--- src/rtl/fifo_fm0_tx_encoder.sv ---
// FM0 backscatter transmitter fed from the single-clock tag FIFO.
// A frame is a 12 half-bit preamble, the payload bytes MSB first, and a
// dummy-1 end-of-signalling bit. The next byte is prefetched during bit 0
// of the current byte so consecutive bytes go out without a gap.
module fifo_fm0_tx_encoder #(
    parameter int HALF_PERIOD = 4
) (
    input  logic       clock,
    input  logic       reset,
    input  logic       start,
    input  logic       fifo_empty,
    input  logic [7:0] fifo_data,
    output logic       fifo_read_en,
    output logic       tx_out,
    output logic       busy,
    output logic       done
);

    // Half-bit counter just wide enough to reach HALF_PERIOD-1.
    localparam int              HW            = (HALF_PERIOD > 1) ? $clog2(HALF_PERIOD) : 1;
    localparam logic [HW-1:0]   HALF_LAST     = HW'(HALF_PERIOD - 1);
    // Preamble levels, transmitted from bit 11 down to bit 0.
    localparam logic [11:0]     PREAMBLE_BITS = 12'b110100100011;
    localparam logic [3:0]      PREAMBLE_LAST = 4'd11;

    typedef enum logic [1:0] {
        IDLE,
        PREAMBLE,
        DATA,
        DUMMY
    } state_t;

    state_t          state_reg, state_next;
    logic [HW-1:0]   half_cnt_reg, half_cnt_next;
    logic [3:0]      sym_idx_reg, sym_idx_next;      // preamble half-bit index
    logic [2:0]      bit_idx_reg, bit_idx_next;      // payload bit, 7 down to 0
    logic            phase_reg, phase_next;          // 0 = first half of a bit
    logic [7:0]      data_reg, data_next;            // byte being transmitted
    logic [7:0]      next_byte_reg, next_byte_next;  // prefetched byte
    logic            have_next_reg, have_next_next;
    logic            read_en_reg, read_en_next;
    logic            tx_reg, tx_next;
    logic            busy_reg, busy_next;
    logic            done_reg, done_next;

    logic            half_end;
    logic            cur_bit;
    logic            prefetch_slot;

    assign half_end      = (half_cnt_reg == HALF_LAST);
    assign cur_bit       = data_reg[bit_idx_reg];
    // First cycle of bit 0: the only point where the next byte is requested.
    assign prefetch_slot = (state_reg == DATA) && (bit_idx_reg == 3'd0) &&
                           !phase_reg && (half_cnt_reg == '0);

    // Next-state and datapath: levels only change on half-bit boundaries.
    always_comb begin
        state_next     = state_reg;
        half_cnt_next  = half_cnt_reg;
        sym_idx_next   = sym_idx_reg;
        bit_idx_next   = bit_idx_reg;
        phase_next     = phase_reg;
        data_next      = data_reg;
        next_byte_next = next_byte_reg;
        have_next_next = have_next_reg;
        read_en_next   = 1'b0;
        tx_next        = tx_reg;
        busy_next      = busy_reg;
        done_next      = 1'b0;

        // Free-running half-bit timer while a frame is in flight.
        if (state_reg == IDLE || half_end) begin
            half_cnt_next = '0;
        end else begin
            half_cnt_next = half_cnt_reg + HW'(1);
        end

        // FIFO read data is captured on the edge after a pop was issued.
        if (read_en_reg) begin
            if (state_reg == PREAMBLE) begin
                data_next = fifo_data;
            end else if (state_reg == DATA) begin
                next_byte_next = fifo_data;
                have_next_next = 1'b1;
            end
        end

        // An empty FIFO at this sample makes the current byte the last one.
        if (prefetch_slot && !fifo_empty && !have_next_reg) begin
            read_en_next = 1'b1;
        end

        case (state_reg)
            IDLE: begin
                if (start && !fifo_empty) begin
                    state_next     = PREAMBLE;
                    busy_next      = 1'b1;
                    read_en_next   = 1'b1;
                    tx_next        = PREAMBLE_BITS[11];
                    half_cnt_next  = '0;
                    sym_idx_next   = 4'd0;
                    bit_idx_next   = 3'd7;
                    phase_next     = 1'b0;
                    have_next_next = 1'b0;
                end
            end

            PREAMBLE: begin
                if (half_end) begin
                    if (sym_idx_reg == PREAMBLE_LAST) begin
                        // First half of the first data bit inverts the line.
                        state_next   = DATA;
                        bit_idx_next = 3'd7;
                        phase_next   = 1'b0;
                        tx_next      = ~tx_reg;
                    end else begin
                        sym_idx_next = sym_idx_reg + 4'd1;
                        tx_next      = PREAMBLE_BITS[4'd10 - sym_idx_reg];
                    end
                end
            end

            DATA: begin
                if (half_end) begin
                    if (!phase_reg) begin
                        // Mid-bit transition only for a 0.
                        phase_next = 1'b1;
                        tx_next    = cur_bit ? tx_reg : ~tx_reg;
                    end else begin
                        // Every bit boundary inverts the line.
                        phase_next = 1'b0;
                        tx_next    = ~tx_reg;
                        if (bit_idx_reg != 3'd0) begin
                            bit_idx_next = bit_idx_reg - 3'd1;
                        end else if (have_next_reg) begin
                            data_next      = next_byte_reg;
                            have_next_next = 1'b0;
                            bit_idx_next   = 3'd7;
                        end else begin
                            state_next = DUMMY;
                        end
                    end
                end
            end

            DUMMY: begin
                if (half_end) begin
                    if (!phase_reg) begin
                        // Dummy 1: second half repeats the first.
                        phase_next = 1'b1;
                    end else begin
                        state_next     = IDLE;
                        phase_next     = 1'b0;
                        sym_idx_next   = 4'd0;
                        bit_idx_next   = 3'd0;
                        have_next_next = 1'b0;
                        tx_next        = 1'b0;
                        busy_next      = 1'b0;
                        done_next      = 1'b1;
                    end
                end
            end

            default: begin
                state_next = IDLE;
            end
        endcase
    end

    // State and datapath registers; reset abandons any frame in progress.
    always_ff @(posedge clock or posedge reset) begin
        if (reset) begin
            state_reg     <= IDLE;
            half_cnt_reg  <= '0;
            sym_idx_reg   <= 4'd0;
            bit_idx_reg   <= 3'd0;
            phase_reg     <= 1'b0;
            data_reg      <= 8'd0;
            next_byte_reg <= 8'd0;
            have_next_reg <= 1'b0;
            read_en_reg   <= 1'b0;
            tx_reg        <= 1'b0;
            busy_reg      <= 1'b0;
            done_reg      <= 1'b0;
        end else begin
            state_reg     <= state_next;
            half_cnt_reg  <= half_cnt_next;
            sym_idx_reg   <= sym_idx_next;
            bit_idx_reg   <= bit_idx_next;
            phase_reg     <= phase_next;
            data_reg      <= data_next;
            next_byte_reg <= next_byte_next;
            have_next_reg <= have_next_next;
            read_en_reg   <= read_en_next;
            tx_reg        <= tx_next;
            busy_reg      <= busy_next;
            done_reg      <= done_next;
        end
    end

    assign fifo_read_en = read_en_reg;
    assign tx_out       = tx_reg;
    assign busy         = busy_reg;
    assign done         = done_reg;

endmodule

--- config.mk ---
export PLATFORM = sky130hd
export DESIGN_NAME = fifo_fm0_tx_encoder
export DESIGN_NICKNAME = d
export VERILOG_FILES = /design/src/rtl/fifo_fm0_tx_encoder.sv
export SDC_FILE = /design/constraint.sdc
export NUM_CORES = 1
export LEC_CHECK = 0
export ABC_CLOCK_PERIOD_IN_PS = 2060
export CAP_MARGIN = 0
export CORE_ASPECT_RATIO = 0.8
export CORE_MARGIN = 4
export CORE_UTILIZATION = 45
export DETAILED_ROUTE_END_ITERATION = 16
export DONT_BUFFER_PORTS = 1
export HOLD_SLACK_MARGIN = 0.06
export SLEW_MARGIN = 20
export SYNTH_ARGS = -nofsm -noshare
export SYNTH_HDL_FRONTEND = slang
export SYNTH_SLANG_ARGS = --single-unit
--- constraint.sdc ---
create_clock -name clock -period 2.06 [get_ports clock]
set_input_delay 0.206 -clock clock [delete_from_list [all_inputs] [get_ports clock]]
set_output_delay 0.206 -clock clock [all_outputs]
set_load 0.02 [all_outputs]
==> results of run 1 <==
-- power breakdown --
group          leakage [nW]  internal [mW]  switching (mW)
registers             0.389          0.923           0.230
logic                 0.575          0.747           0.741
clock network        0.0543          0.362           0.249
-- final timing paths --
| check | to | startpoint | slack [ns] |
|---|---|---|---|
| setup / recovery | state_reg[1]$_DFFE_PP0P_ | state_reg[1]$_DFFE_PP0P_ | 0.14 |
| hold / removal | next_byte_reg[1]$_DFFE_PP0P_ | fifo_data[1] | 0.07 |
| setup reg to reg | state_reg[1]$_DFFE_PP0P_ | state_reg[1]$_DFFE_PP0P_ | 0.14 |
| hold reg to reg | half_cnt_reg[0]$_DFF_PP0_ | half_cnt_reg[0]$_DFF_PP0_ | 0.47 |
| max in group asynchronous | fifo_read_en$_DFF_PP0_ | reset | 1.31 |
| min in group asynchronous | data_reg[1]$_DFF_PP0_ | reset | 0.44 |
-- synthesized netlist by cell type, types with 2 or more instances --
cell type  count  area (um^2)
nand3_1        6         30.0
a21oi_1        4         20.0
buf_2          5         25.0
ha_1          11          138
mux2_2        12          135
nand4_1        2         12.5
nor3_1         3         15.0
o21ai_0       14         70.1
nand2b_1       6         37.5
mux4_2         2         45.0
mux2i_1       10          100
nand2_1       16         60.1
a221oi_1       2         17.5
inv_1         15         56.3
nand3b_1       2         15.0
dfrtp_1       33          826
nor2b_1        6         37.5
nor3b_1        2         15.0
a211oi_1       2         15.0
nor2_1         4         15.0
a32oi_1        2         17.5
-- through the flow --
stage | hold slack (ns) | utilization [%]
final | 0.0691 | 57.1
after global routing | 0.0623 | 57.1
after CTS | 0.0633 | 57.0
after detailed placement | 0.216 | 52.0
after global placement | 0.209 | 52.0
after floorplan | 0.272 | -
-- per-layer routing --
metal,vias to the layer above,GRT usage (%),routed length [um]
li1,701,-,-
met2,36,26.6,1710
met3,11,4.77,232
met4,0,5.70,67
met5,-,0,0
met1,697,26.6,2040
-- logic make-up (layout without fill, tap and decap cells) --
family	count (synthesis)	in the layout	synth area share [%]
multiplexers	24	24	14.7
adder cells (fa/ha/maj)	11	11	7.21
buffers and inverters	21	42	4.46
AND/OR/NAND/NOR	54	54	15.3
AO/OA/AOI/OAI	38	38	14.2
XOR/XNOR	2	2	0.918
flip-flops	33	33	43.3
-- area by class of cell --
type	instances	area share, %
multi-input cells	129	44.7
flip-flops and latches	33	36.8
repair buffers	19	7.81
clock buffers	5	3.07
well taps	55	3.07
inverters	15	2.51
clock inverters	3	2.06
-- timing repair --
item,CTS,global route
hold buffers,8,0
gates resized for setup,0,1
endpoints found under the setup margin,0,1
hold endpoints to repair,40,0
==> results.json, run 1 <==
{
  "drtIter0Drc": 135,
  "setup_violations": 0,
  "worstSetupPathType": "reg2reg",
  "crit_slowest_cell": "dfrtp_1",
  "slowest_delay_ns": 0.40,
  "synth_edf_count": 0,
  "clk_pin_slew_worst_paths_ns": 0.07,
  "fin_area_um2": 2240,
  "syn_avg_cell_area_um2": 10.4,
  "crit_path_end_kind": "register",
  "cp_num_cells": 6,
  "portBuffers": 0,
  "tightest_slew_ns": 0.502,
  "ys_ff_latch": 33,
  "cts_buffers": 5,
  "antenna_found_initial": 0,
  "track_usage_pct": 18.4,
  "hold_viol": 0,
  "post_cts_buffers": 0,
  "crit_family": "compound AO/OA/AOI/OAI gates",
  "start_util_pct": 48.6,
  "grt_pass1_wl_mm": 7.47,
  "clock-sinks": 33,
  "syn_to_final_growth_pct": 17.6,
  "rsz0062_at_grt": "no",
  "crit_buf_inv": 1,
  "hpwlAfterDp_mm": 3.04,
  "grt_pass1_vias": 1504,
  "root_buffer": "clkbuf_8",
  "p_leak_nw": 1.02,
  "cp.arrival_ns": 2.09,
  "nFillCells": 348,
  "num_antenna_cells": 0,
  "rows": 20,
  "critPathMaxFanout": 6,
  "postSynthCellCount": 183,
  "ys.flop_type": "dfrtp_1",
  "placed_cells": 243,
  "vias_per_cell": 5.58,
  "layout-drive-gt1-share_pct": 18.6,
  "drc_errors": 0,
  "max-slew-margin-rel_pct": 66.5,
  "cap_violations": 0,
  "nets": 226,
  "ant_nets": 0,
  "syn_area_um2": 1910,
  "synth-seq-area-share_pct": 43.3,
  "wl_mm": 4.05,
  "core_region_area_um2": 3930,
  "synth-async-reset-ratio_pct": 100,
  "ioPinCount": 16,
  "cts_max_level": 2,
  "overflow": 0,
  "fp.dieH_um": 66.2,
  "clkLatencyLatePin_ns": 0.29,
  "clockBufferDepth": 2,
  "die_area_um2": 5350,
  "power_density_nw_per_um2": 1450,
  "drt_first_pass_iters": 4,
  "setup_ws_ns": 0.135,
  "hold_depth": 1,
  "cp-start-kind": "register",
  "register_area_um2": 826,
  "die_x_um": 80.8,
  "num_vias": 1445,
  "irDropWorstVdd_uv": 792,
  "period_needed_ns": 1.92,
  "critPathRequiredTime_ns": 2.23,
  "grt_max_degree": 34,
  "path_cells": "inv_1 -> ha_1 -> o21bai_2 -> o221ai_2 -> a211oi_1 -> mux2_2",
  "slew_viol_final": 0,
  "fin_cells": 259,
  "cts_tree": "built",
  "pre_cts_slack_ns": 0.169,
  "yosysWarningCount": 0,
  "synth_cell_type_count": 45,
  "postPlaceCellArea_um2": 2040,
  "r2r_cells": 6,
  "fin_setup_tns_ns": 0,
  "power.total_mw": 3.25,
  "final_common_cell": "dfrtp_1",
  "period_share_pct": 93.4,
  "multi_input_area_um2": 1000,
  "post_drt_wl_per_cell_um": 15.6,
  "gp_congestion": 0.878,
  "final_cell_mix": "dfrtp_1, nand2_1, inv_1",
  "syn_nets": 206,
  "fin_skew_ns": 0.00821,
  "min-delay-path-class": "in2reg",
  "fmax_ghz": 0.520,
  "status": "completed"
}
(Power assumes the default switching activity.)
==> run 2, diff against run 1 <==
--- a/config.mk
+++ b/config.mk
@@ -6,12 +6,13 @@
 export NUM_CORES = 1
 export LEC_CHECK = 0
 export ABC_CLOCK_PERIOD_IN_PS = 2060
-export CAP_MARGIN = 0
+export CAP_MARGIN = 15
 export CORE_ASPECT_RATIO = 0.8
 export CORE_MARGIN = 4
 export CORE_UTILIZATION = 45
 export DETAILED_ROUTE_END_ITERATION = 16
 export DONT_BUFFER_PORTS = 1
+export GPL_TIMING_DRIVEN = 1
 export HOLD_SLACK_MARGIN = 0.06
 export SLEW_MARGIN = 20
 export SYNTH_ARGS = -nofsm -noshare
==> results of run 2 <==
The final DEF is identical to that of run 1; final timing and power are the same.
